==> src/rtl/quant_wr_merge_4to1_pkg.sv <==
// Shared types and constants for the 4-to-1 quantise write merger.
// Latency: n/a (types only).
// Backpressure: n/a (types only).
package quant_wr_merge_4to1_pkg;

  localparam int NUM_STREAMS  = 4;
  localparam int PKG_UNIT_NUM = 16;
  localparam int PKG_OUT_BITS = 8;
  localparam int PKG_ADDR_W   = 16;
  localparam int PKG_DATA_W   = PKG_UNIT_NUM * PKG_OUT_BITS;
  localparam int BEAT_W       = PKG_ADDR_W + PKG_DATA_W;

  // Round-robin pointer over the four streams; wraps naturally at 2 bits.
  typedef logic [1:0] rr_ptr_t;

  // One SRAM write beat as it travels through the FIFOs and output register.
  typedef struct packed {
    logic [PKG_ADDR_W-1:0] addr;
    logic [PKG_DATA_W-1:0] data;
  } beat_t;

  // Pointer value that follows a grant to stream k.
  function automatic rr_ptr_t rr_next(input rr_ptr_t k);
    return k + rr_ptr_t'(1);
  endfunction

endpackage

==> src/rtl/wr_beat_fifo.sv <==
// Small synchronous FIFO holding write beats for one input stream.
// Latency: a push is visible at head/!empty the cycle after the edge.
// Backpressure: none upstream; a push while full is ignored unless a pop happens in the same cycle.
module wr_beat_fifo
  import quant_wr_merge_4to1_pkg::*;
#(
  parameter int WIDTH = BEAT_W,
  parameter int DEPTH = 4
) (
  input  logic             clk,
  input  logic             rst_n,
  input  logic             push,
  input  logic [WIDTH-1:0] din,
  input  logic             pop,
  output logic             full,
  output logic             empty,
  output logic [WIDTH-1:0] head
);

  localparam int AW = $clog2(DEPTH);

  logic [WIDTH-1:0] mem [DEPTH];
  logic [AW-1:0]    wr_ptr;
  logic [AW-1:0]    rd_ptr;
  logic [AW:0]      count;
  logic             do_push;
  logic             do_pop;

  assign full    = (count == (AW+1)'(DEPTH));
  assign empty   = (count == '0);
  assign do_pop  = pop && !empty;
  // A full FIFO still takes a beat when its head leaves in the same cycle.
  assign do_push = push && (!full || do_pop);
  assign head    = mem[rd_ptr];

  // Pointer and occupancy tracking; reset empties the FIFO.
  always_ff @(posedge clk or negedge rst_n) begin
    if (!rst_n) begin
      wr_ptr <= '0;
      rd_ptr <= '0;
      count  <= '0;
    end else begin
      if (do_push) wr_ptr <= wr_ptr + AW'(1);
      if (do_pop)  rd_ptr <= rd_ptr + AW'(1);
      count <= count + (AW+1)'(do_push) - (AW+1)'(do_pop);
    end
  end

  // Beat storage; contents are don't-care while the slot is unoccupied.
  always_ff @(posedge clk) begin
    if (do_push) mem[wr_ptr] <= din;
  end

endmodule

==> src/rtl/quant_wr_merge_4to1.sv <==
// Merges four non-stallable write streams onto one SRAM write port, round-robin.
// Latency: 2 cycles from wr_enN to mem_wr_en when the FIFO and output register are idle.
// Backpressure: mem_ready low holds the output beat; inputs are buffered, dropped beats flag overflow.
module quant_wr_merge_4to1
  import quant_wr_merge_4to1_pkg::*;
#(
  parameter int UNIT_NUM   = PKG_UNIT_NUM,
  parameter int OUT_BITS   = PKG_OUT_BITS,
  parameter int ADDR_W     = PKG_ADDR_W,
  parameter int FIFO_DEPTH = 4
) (
  input  logic                         clk,
  input  logic                         rst_n,
  input  logic                         wr_en0,
  input  logic                         wr_en1,
  input  logic                         wr_en2,
  input  logic                         wr_en3,
  input  logic [ADDR_W-1:0]            wr_addr0,
  input  logic [ADDR_W-1:0]            wr_addr1,
  input  logic [ADDR_W-1:0]            wr_addr2,
  input  logic [ADDR_W-1:0]            wr_addr3,
  input  logic [UNIT_NUM*OUT_BITS-1:0] wr_data0,
  input  logic [UNIT_NUM*OUT_BITS-1:0] wr_data1,
  input  logic [UNIT_NUM*OUT_BITS-1:0] wr_data2,
  input  logic [UNIT_NUM*OUT_BITS-1:0] wr_data3,
  input  logic                         start,
  input  logic [15:0]                  cfg_expected_writes,
  input  logic                         mem_ready,
  output logic                         mem_wr_en,
  output logic [ADDR_W-1:0]            mem_wr_addr,
  output logic [UNIT_NUM*OUT_BITS-1:0] mem_wr_data,
  output logic                         done,
  output logic                         busy,
  output logic [3:0]                   overflow,
  output logic [15:0]                  write_count
);

  logic [NUM_STREAMS-1:0] in_en;
  beat_t                  in_beat    [NUM_STREAMS];
  beat_t                  fifo_head  [NUM_STREAMS];
  logic [NUM_STREAMS-1:0] fifo_full;
  logic [NUM_STREAMS-1:0] fifo_empty;
  logic [NUM_STREAMS-1:0] fifo_pop;
  logic [NUM_STREAMS-1:0] drop;

  rr_ptr_t rr_ptr;
  rr_ptr_t grant;
  logic    any_ne;
  logic    load;
  logic    handshake;
  beat_t   out_beat;
  logic [15:0] next_count;

  assign in_en      = {wr_en3, wr_en2, wr_en1, wr_en0};
  assign in_beat[0] = {wr_addr0, wr_data0};
  assign in_beat[1] = {wr_addr1, wr_data1};
  assign in_beat[2] = {wr_addr2, wr_data2};
  assign in_beat[3] = {wr_addr3, wr_data3};

  for (genvar s = 0; s < NUM_STREAMS; s++) begin : g_fifo
    wr_beat_fifo #(
      .WIDTH (BEAT_W),
      .DEPTH (FIFO_DEPTH)
    ) u_fifo (
      .clk   (clk),
      .rst_n (rst_n),
      .push  (in_en[s]),
      .din   (in_beat[s]),
      .pop   (fifo_pop[s]),
      .full  (fifo_full[s]),
      .empty (fifo_empty[s]),
      .head  (fifo_head[s])
    );
  end

  // Output register can take a new beat when empty or when its beat is being accepted.
  assign load      = !mem_wr_en || mem_ready;
  assign handshake = mem_wr_en && mem_ready;
  assign busy      = !(&fifo_empty) || mem_wr_en;
  assign next_count = write_count + 16'd1;

  // Round-robin search for the first non-empty FIFO starting at rr_ptr.
  always_comb begin
    rr_ptr_t idx;
    idx    = '0;
    grant  = '0;
    any_ne = 1'b0;
    for (int i = 0; i < NUM_STREAMS; i++) begin
      idx = rr_ptr + rr_ptr_t'(i);
      if (!any_ne && !fifo_empty[idx]) begin
        any_ne = 1'b1;
        grant  = idx;
      end
    end
  end

  // Pop the granted FIFO on load; flag beats that find their FIFO full and not draining.
  always_comb begin
    fifo_pop = '0;
    drop     = '0;
    for (int k = 0; k < NUM_STREAMS; k++) begin
      fifo_pop[k] = load && any_ne && (grant == rr_ptr_t'(k));
      drop[k]     = in_en[k] && fifo_full[k] && !fifo_pop[k];
    end
  end

  // Output beat register and arbitration pointer; holds steady while stalled.
  always_ff @(posedge clk or negedge rst_n) begin
    if (!rst_n) begin
      mem_wr_en <= 1'b0;
      out_beat  <= '0;
      rr_ptr    <= '0;
    end else if (load) begin
      if (any_ne) begin
        mem_wr_en <= 1'b1;
        out_beat  <= fifo_head[grant];
        rr_ptr    <= rr_next(grant);
      end else begin
        mem_wr_en <= 1'b0;
      end
    end
  end

  assign mem_wr_addr = out_beat.addr;
  assign mem_wr_data = out_beat.data;

  // Layer bookkeeping: committed-write count, done pulse and sticky drop flags.
  always_ff @(posedge clk or negedge rst_n) begin
    if (!rst_n) begin
      write_count <= '0;
      done        <= 1'b0;
      overflow    <= '0;
    end else begin
      // A drop coinciding with start belongs to the new layer, so it is kept.
      overflow <= (start ? 4'b0000 : overflow) | drop;
      if (start) begin
        write_count <= '0;
        done        <= 1'b0;
      end else if (handshake) begin
        write_count <= next_count;
        done        <= (cfg_expected_writes != 16'd0) && (next_count == cfg_expected_writes);
      end else begin
        done <= 1'b0;
      end
    end
  end

endmodule

==> config.mk <==
export PLATFORM = sky130hd
export DESIGN_NAME = quant_wr_merge_4to1
export DESIGN_NICKNAME = d
export VERILOG_FILES = /design/src/rtl/quant_wr_merge_4to1_pkg.sv /design/src/rtl/wr_beat_fifo.sv /design/src/rtl/quant_wr_merge_4to1.sv
export SDC_FILE = /design/constraint.sdc
export NUM_CORES = 2
export LEC_CHECK = 0
export CORE_UTILIZATION = 40
export CTS_BUF_LIST = sky130_fd_sc_hd__clkbuf_16
export DETAILED_ROUTE_END_ITERATION = 8
export DONT_BUFFER_PORTS = 1
export SYNTH_ARGS = -nofsm -noshare
export SYNTH_HDL_FRONTEND = slang
export SYNTH_SLANG_ARGS = --single-unit
export TNS_END_PERCENT = 100
==> constraint.sdc <==
create_clock -name clk -period 17.3 [get_ports clk]
set_clock_uncertainty 0.1 [all_clocks]
set_input_delay 0.865 -clock clk [delete_from_list [all_inputs] [get_ports clk]]
set_output_delay 0.865 -clock clk [all_outputs]
set_load 0.01 [all_outputs]
==> impl_metrics.csv <==
group,metric,value,unit
synthesis,ys_top_cells_by_area,"edfxtp_1 73%, mux4_2 14%, dfrtp_1 5.2%, nand2_1 2.4%, a21oi_1 1.5%",
worst_setup_path,r2r-start,"g_fifo[2].u_fifo.count[2]",
placed_design,hpwl,162000,um
die,die_area,240000,um^2
clock_network,cts_hold_buf,584,
synthesis,synth_ff_type,"edfxtp_1",
worst_setup_path,slowest_stage,"or3_4",
grt,antenna_found_initial,126,
detailed_routing,vias,49100,
worst_setup_path,critical_path.max_fanout,55,
timing,tightest_slew,1.06,ns
detailed_routing,drtAntennaViolNets,0,
die,die_x,490,um
synthesis,ys_ff_latch,2500,
synthesis,yosys_warnings,0,
finish,final-seq-area,74100,um^2
placed_design,finalWeightedCongestion,0.781,
worst_setup_path,crit_buf_inv,2,
worst_setup_path,crit_family,"simple AND/OR/NAND/NOR gates",
worst_hold_path,hold_class,"in -> reg",
synthesis,ys_seq_area_share,77.9,%
grt,grt_max_degree,197,
worst_setup_path,path_cells,"nor3_1 > a211oi_1 > or3_4 > o311a_1 > nor2b_1 > and2_4 > buf_4 > buf_4",
timing,slew_headroom,28.4,%
power,p_per_area,177,nW/um^2
power,peakVddDrop,0.169,mV
timing,finalSetupTns,0,ns
finish,fill_cells,19200,
grt,gr-usage-all-layers,21.2,%
clock_network,cts_buffers,280,
run,drv_cap,0,
finish,multiInputGateArea,19900,um^2
grt,overflow,0,
clock_network,cts_tree,"yes",
clock_network,clock_sinks,2500,
finish,stdcell_area,113000,um^2
finish,drive_gt1_share,19.2,%
detailed_routing,detail_route.wl_per_cell,29.2,um
worst_setup_path,cpPeakStageDelay,0.68,ns
synthesis,synth_top_cell_by_area,"edfxtp_1",
detailed_routing,drtIter0Drc,4540,
die,initial_utilization,40.3,%
synthesis,ys_types,51,
worst_hold_path,min_from,"cfg_expected_writes[5]",
finish,layout.nets,5967,
worst_setup_path,start_kind,"flop",
clock_network,cts_root_buffer,"clkbuf_16",
worst_setup_path,worstPathArrival,5.66,ns
timing,hold_viol,0,
grt,grt_pass1_vias,49700,
timing,layout_min_cycle_time,5.26,ns
outcome,status,"complete, no violations",
timing,finalCritPeriodShare,30.4,%
timing,rsz0062_at_grt,"no",
clock_network,clkLatencyLatePin,0.92,ns
detailed_routing,vias_per_cell,5.59,
die,io_pins,767,
worst_setup_path,path_common_cell,"buf_4",
die,die_h,490,um
synthesis,synth_edf_count,2304,
detailed_routing,drc,0,
worst_setup_path,cp-end-kind,"flop",
clock_network,cts_htree_levels,5,
clock_network,clk_pin_slew_worst_paths,0.06,ns
timing,max_freq,0.190,GHz
grt,grt_first_pass_wirelength,364000,um
synthesis,synth_top_area_share,72.7,%
placed_design,placed_cell_area,98800,um^2
finish,area_growth_syn_to_layout,19.2,%
timing,maxSlewViolCount,0,
clock_network,clock_path_buffers,4,
clock_network,cts_setup_buffers,0,
die,core-area,236000,um^2
synthesis,syn_area,95100,um^2
timing,setup_violations,0,
detailed_routing,wl,257000,um
detailed_routing,dr.pass1.iters,6,
die,fp-row-count,178,
synthesis,syn_nets,5267,
worst_setup_path,worstSetupPathType,"reg -> reg",
finish,layout_common_cells,"2,304 x edfxtp_1, 600 x nand2_1, 583 x dlygate4sd3_1",
worst_setup_path,worstPathRequired,17.70,ns
power,power_leakage,38.3,nW
synthesis,synthCells,4638,
placed_design,port_buffers,0,
synthesis,synth_async_sr_flop_share,7.84,%
synthesis,syn_area_per_cell,20.5,um^2
finish,final_common_cell,"edfxtp_1",
worst_setup_path,crit_start,"g_fifo[2].u_fifo.count[2]",
clock_network,cts_resized,0,
## worst paths after layout
| path | cells after the start | slack, ns | endpoint |
|---|---|---|---|
| max | 8 | 12.04 | g_fifo[3].u_fifo.mem[2][83] |
| min reg2reg | 1 | 0.44 | g_fifo[3].u_fifo.count[2] |
| min | 3 | 0.13 | done |
| max in group asynchronous | 3 | 15.24 | mem_wr_data[41] |
| max reg2reg | 8 | 12.04 | g_fifo[3].u_fifo.mem[2][83] |
| min in group asynchronous | 2 | 0.47 | mem_wr_data[125] |
## worst reg2reg max path, delay by kind of cell, from the launching register on
| kind | cells | cell delay, ns |
|---|---|---|
| buf+inv | 2 | 1.41 |
| compound gates | 2 | 0.69 |
| flops | 1 | 0.42 |
| simple gates | 4 | 2.21 |
## power breakdown
group | internal, W | switching, W | leakage, nW | total [W]
clock | 0.00328 | 0.00231 | 4.49 | 0.00559
sequential | 0.00806 | 0.000694 | 23.5 | 0.00875
combinational | 0.00223 | 0.00348 | 10.2 | 0.00571
## synth_stat cells (all sizes together) (3+ instances only)
library cell,count
xnor2,29
o21ai,8
and3,7
nor2b,3
mux4,576
nor2,26
a31o,3
or3,8
nand2b,3
nand4,8
o22ai,5
o311a,3
xor2,27
mux2i,3
ha,25
nand2,600
fa,4
nor4,7
a21oi,296
nand3,15
edfxtp,2304
clkbuf,199
nor3,12
inv,31
dfrtp,196
and2,17
buf,59
a211o,144
## cells by family after synthesis
kind of cell / after synthesis / share of synthesized area [%]
flops: 2500 / 77.9
simple gates: 710 / 3.01
mux: 581 / 13.7
compound gates: 473 / 3.21
buf+inv: 289 / 1.29
xor+xnor: 56 / 0.516
fa+ha+maj: 29 / 0.413
## state kept, by name (all words and copies together), names as in the netlist
signal	cells
g_fifo.u_fifo.mem	2304
mem_wr_data	128
mem_wr_addr	16
write_count	16
g_fifo.u_fifo.count	12
g_fifo.u_fifo.rd_ptr	8
g_fifo.u_fifo.wr_ptr	8
overflow	4
rr_ptr	2
done	1
mem_wr_en	1
## metrics by stage
stage,total power (W),cells,hold WS (ns),setup slack (ns),util [%]
final,0.0201,8778,0.127,12.04,48.1
after global routing,0.0209,8741,0.0824,11.80,48.1
after CTS,0.0203,8690,0.0295,12.01,48.0
after detailed placement,0.0145,7621,0.420,12.09,41.9
after global placement,0.0144,7621,0.405,12.15,41.9
after floorplan,0.0126,4638,0.382,11.31,-
## cell type report
class / count / area share (%)
tap: 3150 / 3.47
clock inverter: 199 / 1.22
multi-input combinational: 1849 / 17.5
clock buffer: 286 / 6.31
sequential: 2500 / 65.3
antenna: 87 / 0.192
inverter: 31 / 0.103
timing repair buffer: 676 / 5.83
## layer usage
layer  wire, um  vias to the layer above  track usage, %
met5        720                        -               0
met4       6080                      112            5.44
met3      23400                      470            6.29
met2     122000                     2061            33.5
met1     104000                    26100            28.7
li1           -                    20300               -
No activity file was read; power rests on OpenSTA's default activity.
